<file path="src/rtl/seq_hit_window_counter_pkg.sv">
// Shared definitions for the windowed hit counter: default parameter values
// and the helper that sizes the window-position counter.
`timescale 1ns/1ps
package seq_hit_window_counter_pkg;

  localparam int DEF_WINDOW = 16;
  localparam int DEF_CNT_W  = 8;

  // Bits needed to index window cycles 0..window-1; at least one bit.
  function automatic int win_cnt_width(input int window);
    return (window <= 2) ? 1 : $clog2(window);
  endfunction

endpackage

</file>
<file path="src/rtl/seq_hit_window_counter_sat_inc_counter.sv">
// Saturating W-bit up-counter with synchronous clear and a single-step
// increment. Holds at all-ones instead of wrapping.
`timescale 1ns/1ps
module sat_inc_counter
  import seq_hit_window_counter_pkg::*;
#(
  parameter int W = DEF_CNT_W
) (
  input  logic         clk_i,
  input  logic         rst_i,
  input  logic         clear_i,
  input  logic         inc_i,
  output logic [W-1:0] cnt_o
);

  logic [W-1:0] cnt_q;
  logic [W-1:0] cnt_d;

  // Next count: clear wins, otherwise add inc unless already at the ceiling.
  always_comb begin
    cnt_d = cnt_q;
    if (clear_i) begin
      cnt_d = '0;
    end else if (inc_i && !(&cnt_q)) begin
      cnt_d = cnt_q + W'(1);
    end
  end

  // Count register.
  always_ff @(posedge clk_i or posedge rst_i) begin
    if (rst_i) begin
      cnt_q <= '0;
    end else begin
      cnt_q <= cnt_d;
    end
  end

  assign cnt_o = cnt_q;

endmodule

</file>
<file path="src/rtl/seq_hit_window_counter.sv">
// Counts detector match pulses over fixed windows of WINDOW cycles and
// publishes each window's saturated count on a valid/ready result port.
// A result that finds the output slot still occupied is dropped and the
// sticky ovf flag is raised.
`timescale 1ns/1ps
module seq_hit_window_counter
  import seq_hit_window_counter_pkg::*;
#(
  parameter int WINDOW = DEF_WINDOW,
  parameter int CNT_W  = DEF_CNT_W
) (
  input  logic             sys_clk,
  input  logic             sys_rst,
  input  logic             en,
  input  logic             hit_in,
  output logic [CNT_W-1:0] res_data,
  output logic             res_valid,
  input  logic             res_ready,
  output logic             ovf,
  output logic             busy
);

  localparam int               WIN_W    = win_cnt_width(WINDOW);
  localparam logic [WIN_W-1:0] WIN_LAST = WIN_W'(WINDOW - 1);

  localparam logic ST_IDLE  = 1'b0;
  localparam logic ST_COUNT = 1'b1;

  logic             state_q, state_d;
  logic [WIN_W-1:0] win_cnt_q, win_cnt_d;
  logic [CNT_W-1:0] res_data_q, res_data_d;
  logic             res_valid_q, res_valid_d;
  logic             ovf_q, ovf_d;
  logic             busy_q, busy_d;

  logic             win_end;
  logic             slot_free;
  logic             hit_clear;
  logic             hit_inc;
  logic [CNT_W-1:0] hit_cnt;
  logic [CNT_W-1:0] hit_final;

  assign win_end   = (state_q == ST_COUNT) && (win_cnt_q == WIN_LAST);
  assign slot_free = !res_valid_q || res_ready;

  // Hit counter is held at zero while idle and restarts at every window end.
  assign hit_clear = (state_q == ST_IDLE) || win_end;
  assign hit_inc   = (state_q == ST_COUNT) && hit_in;

  sat_inc_counter #(
    .W (CNT_W)
  ) u_hit_cnt (
    .clk_i   (sys_clk),
    .rst_i   (sys_rst),
    .clear_i (hit_clear),
    .inc_i   (hit_inc),
    .cnt_o   (hit_cnt)
  );

  // Window total including a hit that lands in the final window cycle.
  assign hit_final = (hit_in && !(&hit_cnt)) ? hit_cnt + CNT_W'(1) : hit_cnt;

  // State and window-position register.
  always_ff @(posedge sys_clk or posedge sys_rst) begin
    if (sys_rst) begin
      state_q   <= ST_IDLE;
      win_cnt_q <= '0;
    end else begin
      state_q   <= state_d;
      win_cnt_q <= win_cnt_d;
    end
  end

  // Next state: en starts counting from idle; once running, en is only
  // looked at on the last window cycle so windows are never truncated.
  always_comb begin
    state_d   = state_q;
    win_cnt_d = '0;
    case (state_q)
      ST_IDLE: begin
        if (en) begin
          state_d = ST_COUNT;
        end
      end
      ST_COUNT: begin
        if (win_end) begin
          if (!en) begin
            state_d = ST_IDLE;
          end
        end else begin
          win_cnt_d = win_cnt_q + WIN_W'(1);
        end
      end
      default: state_d = ST_IDLE;
    endcase
  end

  // Output next values: publish or drop at window end, retire on handshake.
  always_comb begin
    res_data_d  = res_data_q;
    res_valid_d = res_valid_q;
    ovf_d       = ovf_q;
    busy_d      = (state_d == ST_COUNT);
    if (win_end) begin
      if (slot_free) begin
        res_data_d  = hit_final;
        res_valid_d = 1'b1;
      end else begin
        ovf_d = 1'b1;
      end
    end else if (res_valid_q && res_ready) begin
      res_valid_d = 1'b0;
    end
  end

  // Output registers.
  always_ff @(posedge sys_clk or posedge sys_rst) begin
    if (sys_rst) begin
      res_data_q  <= '0;
      res_valid_q <= 1'b0;
      ovf_q       <= 1'b0;
      busy_q      <= 1'b0;
    end else begin
      res_data_q  <= res_data_d;
      res_valid_q <= res_valid_d;
      ovf_q       <= ovf_d;
      busy_q      <= busy_d;
    end
  end

  assign res_data  = res_data_q;
  assign res_valid = res_valid_q;
  assign ovf       = ovf_q;
  assign busy      = busy_q;

endmodule
</file>
<file path="config.mk">
export PLATFORM = sky130hd
export DESIGN_NAME = seq_hit_window_counter
export DESIGN_NICKNAME = d
export VERILOG_FILES = /design/src/rtl/seq_hit_window_counter_pkg.sv /design/src/rtl/seq_hit_window_counter_sat_inc_counter.sv /design/src/rtl/seq_hit_window_counter.sv
export SDC_FILE = /design/constraint.sdc
export NUM_CORES = 1
export LEC_CHECK = 0
export ABC_AREA = 0
export BUFFER_PORTS_ARGS = -buffer_cell sky130_fd_sc_hd__buf_2
export CORE_UTILIZATION = 30
export CTS_CLUSTER_SIZE = 10
export DETAILED_ROUTE_END_ITERATION = 6
export GPL_TIMING_DRIVEN = 0
export PLACE_DENSITY = 0.5
export REMOVE_ABC_BUFFERS = 1
export SYNTH_ARGS = -nofsm -noshare
export SYNTH_HDL_FRONTEND = slang
export SYNTH_HIERARCHICAL = 1
export SYNTH_SLANG_ARGS = --single-unit
</file>
<file path="constraint.sdc">
create_clock -name sys_clk -period 2.15 [get_ports sys_clk]
set_input_delay 0 -clock sys_clk [delete_from_list [all_inputs] [get_ports sys_clk]]
set_output_delay 0 -clock sys_clk [all_outputs]
set_load 0.03 [all_outputs]
</file>
==> flow_summary.toml, run 1 <==
[status]
run_status = "completed"

[yosys]
yosys.area.top_type = "dfrtp_1"
syn_area_per_cell_sq_um = 10.2
synth_cell_types = 36
syn_area_sq_um = 1200
synth.area.top_cells = "dfrtp_1, nand2_1, ha_1"
synthCells = 118
synth-edff-count = 0
synth_top_area_share_pct = 47.8
ys_ff_latch = 23
synthFlopType = "dfrtp_1"
synth_commonest_cells = "dfrtp_1, nand2_1, nand2b_1, o21ai_0"
async_flop_share_pct = 100
ys.warnings.count = 6
ys_seq_area_share_pct = 47.8
post-synth-top-count-cell = "dfrtp_1"

[sta]
setup_violations = 0
hold_viol = 0
finalSetupTns_ps = 0
worstMarginPinSlew_ps = 559
rsz0062_at_grt = "false"
fin_crit_ps = 1970
slew_headroom_pct = 62.7
clock_skew_ps = 4.99
period_share_pct = 91.6
slew_violations = 0
fmax_mhz = 508

[die]
io_pins = 16
dieHeight_um = 65.3
die_x_um = 65.3
rows = 22
core_region_area_sq_um = 3740
initial_core_util_pct = 32.2
die-area_sq_um = 4270

[detailed_routing]
final_antenna_net_count = 0
route.detailed.drc = 0
drt-total-wl_mm = 2.51
drt_iter0_markers = 43
drt_first_pass_iters = 4
routed_via_density = 5.26
vias = 973
wire_per_inst_um = 13.5

[power]
peakVddDrop_uv = 448
power_density_nw_per_um2 = 1250
leakage_nw = 0.619
pwr-share-comb_pct = 39.4
switching_power_mw = 0.747
p_clk_share_pct = 15.2
p_int_mw = 1.00
seqPwrFrac_pct = 45.4
power_mw = 1.75
swShare_pct = 42.8

[cts]
cts_tree = "built"
cts_sinks = 23
clock_latency_ps = 260
clock-root-buffer = "clkbuf_8"
htree_levels = 1
cts_resized = 0
cts_inserted_buffers = 3
path_clk_slew_ps = 80
ctsHoldBuffers = 2
post_cts_buffers = 0
ctsLongestPathBuffers = 2

[setup_path]
r2r_cells = 5
critPathKind = "flip-flop to flip-flop"
cp.required_ps = 2300
rrSetupSlack_ps = 180
crit_arrival_ps = 2120
crit_path_max_fanout = 7
critPathLaunchType = "flip-flop"
r2r-end = "res_data[1]"
r2r-start = "u_hit_cnt/cnt_o[0]"
cp-end-kind = "flip-flop"

[grt]
grt_overflow = 0
gr-max-usage-layer = "met2"
grt_util_met1_pct = 16.9
grt_max_degree = 16
grt.met2_usage_pct = 20.6
grt_pass1_vias = 926
grt_pass1_wl_mm = 4.26
grtUsageMet3_pct = 4.17
antenna_found_initial = 0
grtUsageTotal_pct = 13.0

[finish]
nets = 146
area_delta_synth_final_pct = 15.7
antenna_cells = 0
final_layout_size_suffix_gt1_share_pct = 16.1
final_util_pct = 37.2
multi_input_area_sq_um = 598
seq_area_sq_um = 576
fin_area_sq_um = 1390
nFillCells = 396
final_cell_count_no_fill = 185

[placed_design]
io_buffers = 15
dp_hpwl_mm = 1.77
routabilityCongestion = 0.707
postPlaceCellArea_sq_um = 1330
dp_cells = 179

[min_path]
hold_path_end = "res_valid"
hold_path_depth = 3
worstHoldStart = "res_ready"
worstHoldPathType = "primary input to flip-flop"

[run]
drv_cap = 0
worst max-delay path by stage:
stage	from	endpoint	slack [ps]
after CTS	u_hit_cnt/cnt_o[0]	res_data[1]	190
after floorplan	u_hit_cnt/cnt_o[0]	res_data[1]	380
after detailed placement	u_hit_cnt/cnt_o[0]	res_data[1]	200
after global routing	u_hit_cnt/cnt_o[0]	res_data[1]	80
after global placement	u_hit_cnt/cnt_o[0]	res_data[1]	240
final	u_hit_cnt/cnt_o[0]	res_data[1]	180
layer usage:
layer  wire length, um  vias up
met5                 0        -
li1                  -      479
met2              1140       20
met3               112        4
met4                24        0
met1              1230      470
critical path: stages (launching register included):
cell	delay [ps]
dfrtp_1	500
ha_1	330
nand2_1	140
o31ai_4	270
mux2_1	340
mux2_1	270
power by group through the flow:
stage | Sequential [mW] | Clock [mW] | Combinational [mW]
after CTS | 0.791 | 0.278 | 0.696
after global routing | 0.826 | 0.295 | 0.772
after global placement | 0.781 | 0 | 0.679
final | 0.793 | 0.266 | 0.689
after floorplan | 0.917 | 0 | 0.369
after detailed placement | 0.800 | 0 | 0.690
sequential cells by signal, summed over array words and instances (netlist names):
signal / flops
busy: 1
ovf: 1
win_cnt_q: 4
res_data: 8
res_valid: 1
u_hit_cnt/cnt_o: 8
cells by family after synthesis:
| kind of cell | after synthesis | synth area share [%] |
|---|---|---|
| and+or+nand+nor | 47 | 22.0 |
| AOI/OAI and AO/OA | 29 | 17.0 |
| DFF | 23 | 47.8 |
| buffers and inverters | 7 | 2.49 |
| muxes | 6 | 5.30 |
| xor gates and xnor gates | 3 | 2.18 |
| adders and majority gates | 3 | 3.12 |
cells in the final DEF (no fill, tap or decap), types with 3 or more instances in the layout:
| cell | instances |
|---|---|
| a31oi_1 | 4 |
| nand4_1 | 3 |
| mux2_1 | 3 |
| inv_1 | 5 |
| and3_1 | 4 |
| a21oi_1 | 5 |
| a311oi_1 | 3 |
| o21ai_0 | 6 |
| nand2_1 | 11 |
| nand3_1 | 5 |
| dfrtp_1 | 23 |
| nor3_1 | 4 |
| ha_1 | 3 |
| buf_2 | 15 |
| nor2_1 | 4 |
| clkbuf_8 | 3 |
| xor2_1 | 3 |
| mux2i_1 | 3 |
| nand2b_1 | 6 |
per-stage QoR:
stage,hold slack [ps],worst slack [ps]
after floorplan,-184,380
after global placement,-19.1,241
after detailed placement,-15.8,203
after CTS,24.4,185
after global routing,71.1,80.1
final,29.0,180
final cells by class:
class | count | area share, %
tap | 48 | 4.31
inverter | 5 | 1.35
clock buffer | 4 | 3.23
timing repair buffer | 17 | 6.83
sequential | 23 | 41.3
multi-input combinational | 88 | 42.9
Power figures use the tool's default switching activity.
==> run 2, diff against run 1 <==
--- a/config.mk
+++ b/config.mk
@@ -11,9 +11,8 @@
 export CTS_CLUSTER_SIZE = 10
 export DETAILED_ROUTE_END_ITERATION = 6
 export GPL_TIMING_DRIVEN = 0
-export PLACE_DENSITY = 0.5
+export PLACE_DENSITY = 0.51
 export REMOVE_ABC_BUFFERS = 1
 export SYNTH_ARGS = -nofsm -noshare
 export SYNTH_HDL_FRONTEND = slang
-export SYNTH_HIERARCHICAL = 1
 export SYNTH_SLANG_ARGS = --single-unit
==> flow_summary.toml, run 2 <==
[yosys]
synthCells = 94
ys_ff_latch = 23
syn_area_per_cell_sq_um = 10.7
async_flop_share_pct = 100
synth_cell_types = 27
synthFlopType = "dfrtp_1"
synth.area.top_cells = "dfrtp_1, nand2_1, nor2_1"
synth_top_area_share_pct = 57.1
ys_seq_area_share_pct = 57.1
syn_area_sq_um = 1010
synth_commonest_cells = "dfrtp_1, nand2_1, nor2_1"
post-synth-top-count-cell = "dfrtp_1"
yosys.area.top_type = "dfrtp_1"
synth-edff-count = 0
ys.warnings.count = 0

[grt]
grt_pass1_vias = 691
grtUsageTotal_pct = 11.5
grt.met2_usage_pct = 18.4
grt_pass1_wl_mm = 3.05
gr-max-usage-layer = "met2"
grt_util_met1_pct = 15.3
grtUsageMet3_pct = 4.55
grt_max_degree = 24
antenna_found_initial = 0
grt_overflow = 0

[finish]
layout_commonest_cell = "dfrtp_1"
area_delta_synth_final_pct = 16.3
final_layout_size_suffix_gt1_share_pct = 21.2
antenna_cells = 0
layout_common_cells = "dfrtp_1, buf_2, nand2_1, nor2_1"
nets = 121

[cts]
ctsLongestPathBuffers = 2
post_cts_buffers = 0
cts_sinks = 23
cts_inserted_buffers = 3
htree_levels = 1
clock-root-buffer = "clkbuf_4"
cts_tree = "built"
path_clk_slew_ps = 130
clock_latency_ps = 310

[setup_path]
critPathLaunchType = "flip-flop"
cp.required_ps = 2370
crit_arrival_ps = 1650
critPathKind = "flip-flop to flip-flop"
cp-end-kind = "flip-flop"
crit_path_max_fanout = 4

[power]
power_mw = 1.43
power_density_nw_per_um2 = 1220
peakVddDrop_uv = 622
leakage_nw = 0.554

[detailed_routing]
drt_first_pass_iters = 4
drt-total-wl_mm = 1.70
drt_iter0_markers = 28
routed_via_density = 4.55
route.detailed.drc = 0
wire_per_inst_um = 10.8
final_antenna_net_count = 0
vias = 714

[status]
run_status = "completed"

[sta]
worstMarginPinSlew_ps = 879
slew_headroom_pct = 41.3
period_share_pct = 66.5
finalSetupTns_ps = 0
fin_crit_ps = 1430
clock_skew_ps = 5.83
setup_violations = 0
rsz0062_at_grt = "false"
fmax_mhz = 700
slew_violations = 0
hold_viol = 0

[die]
core_region_area_sq_um = 3130
die-area_sq_um = 3600
rows = 20
die_x_um = 60.0
dieHeight_um = 60.0
initial_core_util_pct = 32.2
io_pins = 16

[placed_design]
routabilityCongestion = 0.737
dp_hpwl_mm = 1.21
io_buffers = 15

[run]
drv_cap = 0

[min_path]
worstHoldPathType = "primary input to flip-flop"
==> run 2: worst paths after layout <==
kind	cells after the start	slack (ps)	end	startpoint
setup / recovery	5	720	res_data[1]	u_hit_cnt.cnt_o[0]
hold / removal	3	50	res_valid	res_ready
setup reg to reg	5	720	res_data[1]	u_hit_cnt.cnt_o[0]
hold reg to reg	1	480	win_cnt_q[0]	win_cnt_q[0]
max in group asynchronous	3	1210	res_data[5]	sys_rst
min in group asynchronous	3	390	res_valid	sys_rst
==> run 2: final cells by class <==
cell class	count	area, sq um
timing repair buffer	17	95.1
clock inverter	1	7.51
multi-input combinational	67	409
inverter	2	7.51
clock buffer	3	22.5
fill	328	1960
tap	44	55.1
sequential	23	576
==> run 2: logic make-up (layout without fill, tap and decap cells) <==
kind of cell / count (synthesis) / in the layout / share of synthesized area [%]
compound gates: 14 / 14 / 8.56
simple gates: 42 / 42 / 21.2
flops: 23 / 23 / 57.1
mux: 4 / 4 / 3.97
fa+ha+maj: 2 / 2 / 2.48
buf+inv: 4 / 23 / 2.36
xor+xnor: 5 / 5 / 4.34
==> run 2: routing by layer <==
layer	share of wire (%)	vias to the layer above
met1	50	344
met4	0	0
li1	-	355
met3	4.1	0
met5	0	-
met2	46	15
==> run 2: where the power goes <==
group / internal [mW] / switching, mW
Clock: 0.0710 / 0.135
Combinational: 0.190 / 0.338
Sequential: 0.583 / 0.112
==> run 2: what timing repair did <==
action | CTS | global route
hold endpoints to repair | 24 | 0
hold buffers | 2 | 0
resized for setup | 0 | 0
==> run 2: stage by stage <==
| stage | util, % | cell area (sq um) | worst slack (ps) | hold WS, ps | std cells |
|---|---|---|---|---|---|
| 6_report | 37.5 | 1170 | 720 | 54.1 | 157 |
| 5_1_grt | 37.5 | 1170 | 598 | 42.7 | 157 |
| 4_1_cts | 37.5 | 1170 | 691 | 44.0 | 157 |
| 3_5_place_dp | 35.9 | 1120 | 685 | 189 | 151 |
| 3_3_place_gp | 35.9 | 1120 | 690 | 188 | 151 |
| 2_1_floorplan | - | 992 | 836 | 1.92 | 92 |
==> run 2: worst max-delay path, cell delays in order (launching register included) <==
cell     delay, ps
dfrtp_1        400
ha_1           230
nand3_2        130
o21ai_2        230
mux2i_1        260
a21oi_1         90
